<file path="src/rtl/z_event_monitor.sv">
// -----------------------------------------------------------------------------
// z_event_monitor
//
// Watches the level-type detect output of an upstream "more than one 1s" FSM
// and turns it into discrete events. A run of z_in-high cycles opens an event.
// Short low gaps (fewer than GAP_MIN cycles) are merged into the same event.
// The block keeps a saturating event count and a sticky threshold alarm.
// When run-length tracking is compiled in, it also keeps the longest run
// length seen.
//
// Build option:
//   Z_MON_RUN_LEN_EN  when defined, run_len is tracked and max_run reports
//                     the longest closed event. When undefined, no run-length
//                     storage exists and max_run is tied to zero.
//
// Parameters:
//   CNT_W    width of the event counter, run-length counter and threshold
//   GAP_MIN  consecutive low cycles of z_in that close an event (1..15)
//
// Ports:
//   clk        sole clock, rising edge
//   rst        synchronous reset, active-high, highest priority
//   z_in       upstream detect level
//   clr        synchronous clear of evt_cnt / alarm / max_run
//   thresh     alarm threshold, 0 disables the alarm
//   evt_pulse  one-cycle pulse per new event
//   evt_cnt    saturating count of events since reset/clear
//   in_run     high while an event is open (RUN or GAP)
//   alarm      sticky: evt_cnt has reached thresh
//   max_run    longest event run length in z_in-high cycles
// -----------------------------------------------------------------------------
module z_event_monitor #(
    parameter int CNT_W   = 8,
    parameter int GAP_MIN = 2
) (
    input  logic             clk,
    input  logic             rst,
    input  logic             z_in,
    input  logic             clr,
    input  logic [CNT_W-1:0] thresh,
    output logic             evt_pulse,
    output logic [CNT_W-1:0] evt_cnt,
    output logic             in_run,
    output logic             alarm,
    output logic [CNT_W-1:0] max_run
);

    typedef enum logic [1:0] {
        IDLE = 2'd0,
        RUN  = 2'd1,
        GAP  = 2'd2
    } state_t;

    localparam logic [CNT_W-1:0] CNT_MAX   = '1;
    localparam logic [3:0]       GAP_LIMIT = 4'(GAP_MIN);

    state_t           state_q, state_d;
    logic [3:0]       gapCnt_q, gapCnt_d;
    logic             evtPulse_q, evtPulse_d;
    logic [CNT_W-1:0] evtCnt_q, evtCnt_d;
    logic             inRun_q, inRun_d;
    logic             alarm_q, alarm_d;

    // State register and registered outputs; rst beats everything else.
    always_ff @(posedge clk) begin
        if (rst) begin
            state_q    <= IDLE;
            gapCnt_q   <= '0;
            evtPulse_q <= 1'b0;
            evtCnt_q   <= '0;
            inRun_q    <= 1'b0;
            alarm_q    <= 1'b0;
        end else begin
            state_q    <= state_d;
            gapCnt_q   <= gapCnt_d;
            evtPulse_q <= evtPulse_d;
            evtCnt_q   <= evtCnt_d;
            inRun_q    <= inRun_d;
            alarm_q    <= alarm_d;
        end
    end

    // Next-state and statistics logic.
    // The close check in GAP comes first: once GAP_MIN low cycles have been
    // counted, the event ends on this edge whatever z_in is doing.
    // The alarm is only re-evaluated when the counter moves. A threshold
    // change therefore waits for the next event. clr wipes the statistics
    // last, so it wins over a coincident increment. The pulse is not
    // affected by clr.
    always_comb begin
        state_d    = state_q;
        gapCnt_d   = gapCnt_q;
        evtPulse_d = 1'b0;
        evtCnt_d   = evtCnt_q;
        alarm_d    = alarm_q;

        case (state_q)
            IDLE: begin
                if (z_in) begin
                    state_d    = RUN;
                    evtPulse_d = 1'b1;
                    if (evtCnt_q != CNT_MAX) begin
                        evtCnt_d = evtCnt_q + 1'b1;
                    end
                    if ((thresh != '0) && (evtCnt_d >= thresh)) begin
                        alarm_d = 1'b1;
                    end
                end
            end
            RUN: begin
                if (!z_in) begin
                    state_d  = GAP;
                    gapCnt_d = 4'd1;
                end
            end
            GAP: begin
                if (gapCnt_q >= GAP_LIMIT) begin
                    state_d = IDLE;
                end else if (z_in) begin
                    state_d = RUN;
                end else begin
                    gapCnt_d = gapCnt_q + 4'd1;
                end
            end
            default: begin
                state_d = IDLE;
            end
        endcase

        if (clr) begin
            evtCnt_d = '0;
            alarm_d  = 1'b0;
        end

        inRun_d = (state_d != IDLE);
    end

    assign evt_pulse = evtPulse_q;
    assign evt_cnt   = evtCnt_q;
    assign in_run    = inRun_q;
    assign alarm     = alarm_q;

`ifdef Z_MON_RUN_LEN_EN
    logic [CNT_W-1:0] runLen_q, runLen_d;
    logic [CNT_W-1:0] maxRun_q, maxRun_d;
    logic             runStart;
    logic             runStep;
    logic             runClose;

    // Decode the same FSM transitions that move run length.
    // A merge from GAP back to RUN counts as another high cycle.
    assign runStart = (state_q == IDLE) && z_in;
    assign runClose = (state_q == GAP) && (gapCnt_q >= GAP_LIMIT);
    assign runStep  = z_in && ((state_q == RUN) || ((state_q == GAP) && !runClose));

    // Run-length and maximum registers. A reset drops an open event
    // without folding it into max_run.
    always_ff @(posedge clk) begin
        if (rst) begin
            runLen_q <= '0;
            maxRun_q <= '0;
        end else begin
            runLen_q <= runLen_d;
            maxRun_q <= maxRun_d;
        end
    end

    // Saturating run counter. The maximum only updates on event close, and
    // clr clears it even on a closing edge.
    always_comb begin
        runLen_d = runLen_q;
        maxRun_d = maxRun_q;
        if (runStart) begin
            runLen_d = {{(CNT_W-1){1'b0}}, 1'b1};
        end else if (runStep && (runLen_q != CNT_MAX)) begin
            runLen_d = runLen_q + 1'b1;
        end
        if (runClose && (runLen_q > maxRun_q)) begin
            maxRun_d = runLen_q;
        end
        if (clr) begin
            maxRun_d = '0;
        end
    end

    assign max_run = maxRun_q;
`else
    assign max_run = '0;
`endif

endmodule
</file>
<file path="config.mk">
export PLATFORM = sky130hd
export DESIGN_NAME = z_event_monitor
export DESIGN_NICKNAME = d
export VERILOG_FILES = /design/src/rtl/z_event_monitor.sv
export SDC_FILE = /design/constraint.sdc
export NUM_CORES = 1
export LEC_CHECK = 0
export ABC_AREA = 0
export ABC_CLOCK_PERIOD_IN_PS = 3170
export BUFFER_PORTS_ARGS = -buffer_cell sky130_fd_sc_hd__buf_4
export CELL_PAD_IN_SITES_DETAIL_PLACEMENT = 0
export CELL_PAD_IN_SITES_GLOBAL_PLACEMENT = 2
export CORE_UTILIZATION = 29
export DETAILED_ROUTE_END_ITERATION = 10
export PLACE_DENSITY = 0.76
export RECOVER_POWER = 25
export SYNTH_ARGS = -nofsm -noshare
export SYNTH_HDL_FRONTEND = slang
export SYNTH_SLANG_ARGS = --single-unit
</file>
<file path="constraint.sdc">
create_clock -name clk -period 3.17 [get_ports clk]
set_input_delay 0.317 -clock clk [delete_from_list [all_inputs] [get_ports clk]]
set_output_delay 0.317 -clock clk [all_outputs]
set_load 0.02 [all_outputs]
</file>
==> results of run 1 <==
worst register-to-register path: cells and delay by family (launching register included):
family	cells	cell delay [ns]
compound gates	3	0.57
flops	1	0.44
simple gates	2	0.52
fa+ha+maj	2	0.57
mux	1	0.38
cell families (layout without fill, tap and decap cells):
kind of cell | after synthesis | after routing | synth area share, %
compound gates | 31 | 31 | 18.18
xor+xnor | 3 | 3 | 2.301
fa+ha+maj | 11 | 11 | 12.05
buf+inv | 23 | 38 | 10.40
flops | 17 | 17 | 29.79
mux | 5 | 5 | 4.710
other cells | 1 | 8 | 0.3283
simple gates | 46 | 46 | 22.24
layout make-up:
type	instances	area, µm²
inverters	12	45.04
well taps	48	60.06
fillers	399	2374
repair buffers	22	142.6
flip-flops and latches	17	340.3
clock buffers	4	45.04
multi-input cells	104	709.4
power by group:
part | total [mW] | internal, mW | switching, mW | leakage [nW]
Sequential | 0.222 | 0.218 | 0.00393 | 0.138
Clock | 0.160 | 0.0891 | 0.0710 | 0.0228
Combinational | 0.0601 | 0.0237 | 0.0364 | 0.423
Total | 0.442 | 0.331 | 0.111 | 0.584
synth_stat cells (all sizes together):
cell type  count
and3           1
xor2           3
nor3           3
nand4          1
a21oi         11
a41o           1
buf           10
or2            2
nand3b         1
nor2b          1
nor2          15
o311a          1
nand2          7
a311oi         3
nor4           4
mux2           3
nand3          4
or3            1
a211oi         4
nand2b         3
clkbuf         1
a221o          1
nor3b          2
a21o           1
dfxtp         17
conb           1
o21a           2
ha            11
inv           12
or3b           1
o21ai          5
o211ai         1
a31oi          1
mux2i          2
flip-flops by register name, indices dropped and copies added, names as in the netlist:
name       cells
in_run         1
evt_cnt        8
evt_pulse      1
state_q        2
alarm          1
gapCnt_q       4
per-stage QoR:
stage / cell area, µm² / worst slack [ns] / hold WS (ns) / total power, mW
after global placement: 1320 / 0.6764 / 0.4830 / 0.2883
after detailed placement: 1320 / 0.6003 / 0.4859 / 0.2895
after global routing: 1343 / 0.3611 / 0.2970 / 0.4653
after floorplan: 1169 / 0.6935 / 0.3816 / 0.2722
final: 1343 / 0.6196 / 0.2835 / 0.4424
after CTS: 1365 / 0.6105 / 0.2776 / 0.4538
worst paths after layout:
kind                               endpoint  slack [ns]  depth (start not counted)
worst max-delay path                  alarm        0.62                          8
worst min-delay path            gapCnt_q[2]        0.28                          2
worst max register to register        alarm        0.62                          8
worst min register to register  gapCnt_q[2]        0.49                          2
routing by layer:
metal  track usage (%)  vias to the layer above  wire (µm)
met2             22.66                       23       1216
met4             5.833                        0         46
met5                 0                        -          0
met3             1.056                        5         80
li1                  -                      515          -
met1             15.41                      446       1077
==> results.sh, run 1 <==
export IMPL_outcome="finished clean"
export IMPL_first_iter_violations=20
export IMPL_max_stage_delay_ns=0.44
export IMPL_overflow=0
export IMPL_cp_data_required_time_ns=3.34
export IMPL_core_area_um2=3716
export IMPL_worst_pin_slew_ns=0.7857
export IMPL_grt_max_degree=14
export IMPL_irDropWorstVdd_uv=109.1
export IMPL_areaGrowthSynthToFinish_pct=17.52
export IMPL_dpl_hpwl_mm=1.960
export IMPL_crit_top_cell="ha_1"
export IMPL_worstSetupStartpoint="evt_cnt[0]"
export IMPL_r2r_start="evt_cnt[0]"
export IMPL_finalClockSkew_ns=0.002698
export IMPL_arrival_ns=2.72
export IMPL_path_buf_inv=0
export IMPL_power_density_nw_per_um2=329.6
export IMPL_fin_nets=183
export IMPL_rows=22
export IMPL_dieArea_um2=4194
export IMPL_grtUsageTotal_pct=12.77
export IMPL_antenna_found_initial=0
export IMPL_fin_setup_tns_ns=0
export IMPL_cp_end_kind="register"
export IMPL_synth_cells=137
export IMPL_fmax_mhz=392.1
export IMPL_pin_count=31
export IMPL_wirelength_mm=2.421
export IMPL_post_drt_wl_per_cell_um=11.70
export IMPL_cts_resized=0
export IMPL_yosysTopAreaCell="dfxtp_1"
export IMPL_layout_drive_gt1_share_pct=17.61
export IMPL_placed_cells=203
export IMPL_crit_chain="ha_1 > nand4_1 > nor2_1 > mux2_2 > ha_1 > o21ai_0 > a221o_1 > a211oi_1"
export IMPL_fin_crit_sh_pct=80.45
export IMPL_clockBufferDepth=2
export IMPL_grt_pass1_vias=953
export IMPL_cp_slowest_cell="dfxtp_1"
export IMPL_numCtsBuffers=3
export IMPL_relSlewSlack_pct=47.39
export IMPL_cts_setup_buffers=0
export IMPL_finalMaxSlewViolations=0
export IMPL_min_period_ns=2.550
export IMPL_h_tree_depth=1
export IMPL_final_util_pct=36.13
export IMPL_gp_congestion=0.7783
export IMPL_drt_pass1_iterations=2
export IMPL_crit_type="reg2reg"
export IMPL_maxCapViolations=0
export IMPL_cts_root_buf="clkbuf_8"
export IMPL_layout_commonest_cell="dfxtp_1"
export IMPL_hold_start="rst"
export IMPL_synth_area_top_cells="dfxtp_1 (30%), ha_1 (12%), buf_4 (5.3%), nor2_1 (4.9%), a21oi_1 (4.8%)"
export IMPL_die_width_um=64.76
export IMPL_static_leakage_power_nw=0.5835
export IMPL_grt_pass1_wl_mm=4.146
export IMPL_postRouteAntennaNets=0
export IMPL_cts_tree="yes"
export IMPL_initial_utilization_pct=30.74
export IMPL_ys_types=38
export IMPL_layout_common_cells="dfxtp_1 (17), buf_4 (16), nor2_1 (15)"
export IMPL_post_drt_via_cell_ratio=4.778
export IMPL_setup_viol=0
export IMPL_diodes=0
export IMPL_clock_latency_ns=0.25
export IMPL_synth_top_area_share_pct=29.79
export IMPL_io_buffers=22
export IMPL_die_h_um=64.76
export IMPL_ys_warnings_count=0
export IMPL_instances_no_fill=207
export IMPL_via_count=989
export IMPL_rsz0062_at_grt="no"
export IMPL_hold_buffers=0
export IMPL_hold_violations=0
export IMPL_worst_path_max_fanout=6
export IMPL_path_delay_family="adder cells"
export IMPL_cts_sinks=17
export IMPL_synth_cell_area_um2=1142
export IMPL_drc=0
export IMPL_synth_seq_area_share_pct=29.79
export IMPL_hold_class="in2reg"
export IMPL_avgSynthCellArea_um2=8.338
export IMPL_start_kind="register"
export IMPL_clk_transition_reported_paths_ns=0.06
export IMPL_ys_seq_elements=17
(Power assumes the default switching activity.)
==> inputs of run 2 (changes only) <==
Settings changed: ABC_CLOCK_PERIOD_IN_PS 3170 to 2380.
Clock period 3.17 ns to 2.38 ns, I/O delays scaled along.
==> results.sh, run 2 (synthesized netlist as in run 1, its figures left out) <==
export IMPL_cts_tree="yes"
export IMPL_areaGrowthSynthToFinish_pct=23.99
export IMPL_die_h_um=64.76
export IMPL_setup_viol=0
export IMPL_h_tree_depth=1
export IMPL_core_area_um2=3716
export IMPL_pin_count=31
export IMPL_cp_end_kind="register"
export IMPL_cts_sinks=17
export IMPL_static_leakage_power_nw=0.6274
export IMPL_min_period_ns=2.222
export IMPL_grt_pass1_wl_mm=4.250
export IMPL_total_power_mw=0.5881
export IMPL_drc=0
export IMPL_dpl_hpwl_mm=2.022
export IMPL_dieArea_um2=4194
export IMPL_hold_buffers=0
export IMPL_fin_setup_tns_ns=0
export IMPL_post_drt_via_cell_ratio=4.695
export IMPL_rows=22
export IMPL_hold_class="in2reg"
export IMPL_worst_path_max_fanout=6
export IMPL_rsz0062_at_grt="no"
export IMPL_numCtsBuffers=3
export IMPL_hold_depth=2
export IMPL_cts_root_buf="clkbuf_8"
export IMPL_outcome="finished clean"
export IMPL_power_density_nw_per_um2=415.2
export IMPL_postRouteAntennaNets=0
export IMPL_layout_commonest_cell="buf_4"
export IMPL_start_kind="register"
export IMPL_gp_congestion=0.7828
export IMPL_overflow=0
export IMPL_hold_violations=0
export IMPL_io_buffers=22
export IMPL_relSlewSlack_pct=62.83
export IMPL_cts_setup_buffers=0
export IMPL_drt_pass1_iterations=4
export IMPL_die_width_um=64.76
export IMPL_post_drt_wl_per_cell_um=11.59
export IMPL_crit_type="reg2reg"
export IMPL_maxCapViolations=0
export IMPL_layout_common_cells="buf_4 (24), dfxtp_1 (15), nor2_1 (14)"
export IMPL_clock_latency_ns=0.25
export IMPL_largest_reg_flops=8
export IMPL_antenna_found_initial=0
export IMPL_wirelength_mm=2.468
export IMPL_clockBufferDepth=2
export IMPL_reg2reg_depth=9
export IMPL_initial_utilization_pct=30.74
export IMPL_diodes=0
export IMPL_irDropWorstVdd_uv=157.3
export IMPL_arrival_ns=2.35
export IMPL_finalMaxSlewViolations=0
export IMPL_fmax_mhz=450.1
export IMPL_fin_nets=189
export IMPL_worst_pin_slew_ns=0.5576
export IMPL_clk_transition_reported_paths_ns=0.07
export IMPL_fin_crit_sh_pct=93.35
export IMPL_finalClockSkew_ns=0.002744
export IMPL_first_iter_violations=42
export IMPL_layout_drive_gt1_share_pct=25.45
export IMPL_grt_max_degree=14
export IMPL_instances_no_fill=213
export IMPL_cp_data_required_time_ns=2.51
export IMPL_via_count=1000
export IMPL_grtUsageTotal_pct=13.07
export IMPL_grt_pass1_vias=956
export IMPL_placed_cells=209
[run 2: cell count changes in the layout (fill, tap and decap cells not counted), sizes merged]
cell	previous run	this run
buf	16	24
clkinv	0	1
clkbuf	10	7
[run 2: area by class of cell]
class / instances / area (µm²)
inverter: 12 / 45.04
sequential: 17 / 342.8
timing repair buffer: 28 / 195.2
clock inverter: 1 / 5.005
fill: 400 / 2300
tap: 48 / 60.06
multi-input combinational: 104 / 726.9
clock buffer: 3 / 41.29
[run 2: worst max-delay path, cell delays in order (launching register included)]
cell,delay [ns]
dfxtp_2,0.38
ha_1,0.18
nand4_1,0.17
buf_4,0.20
nor3_1,0.21
a21oi_1,0.13
ha_1,0.30
a21o_1,0.19
a211oi_1,0.24
a211oi_1,0.10
[run 2: worst paths after layout]
kind / slack, ns / end / start
setup reg to reg: 0.16 / alarm / evt_cnt[0]
setup / recovery: 0.16 / alarm / evt_cnt[0]
hold / removal: 0.21 / gapCnt_q[2] / rst
hold reg to reg: 0.50 / gapCnt_q[2] / gapCnt_q[2]
[run 2: power breakdown]
| group | switching [mW] | leakage [nW] | internal, mW |
|---|---|---|---|
| sequential | 0.00505 | 0.139 | 0.291 |
| combinational | 0.0492 | 0.463 | 0.0325 |
| clock | 0.0946 | 0.0255 | 0.116 |
| total | 0.149 | 0.627 | 0.439 |
[run 2: what timing repair did]
action	4_1_cts	5_1_grt
endpoints found under the hold margin	0	0
gates resized for setup	0	3
endpoints found under the setup margin	0	1
[run 2: layer usage]
layer  vias up  routed length, µm  track usage (%)
met2        20               1234            23.05
met5         -                  0                0
met4         0                 29            5.000
li1        527                  -                -
met1       451               1115            15.73
met3         2                 88            1.937
[run 2: metrics by stage]
step	area, µm²	hold WS, ns	utilization (%)	setup slack (ns)
after floorplan	1174	0.3026	-	0.07676
after global placement	1370	0.4696	36.87	0.2214
after detailed placement	1370	0.4695	36.87	0.1046
after CTS	1416	0.2066	38.11	0.08976
after global routing	1416	0.2151	38.11	0.01216
final	1416	0.2093	38.11	0.1582
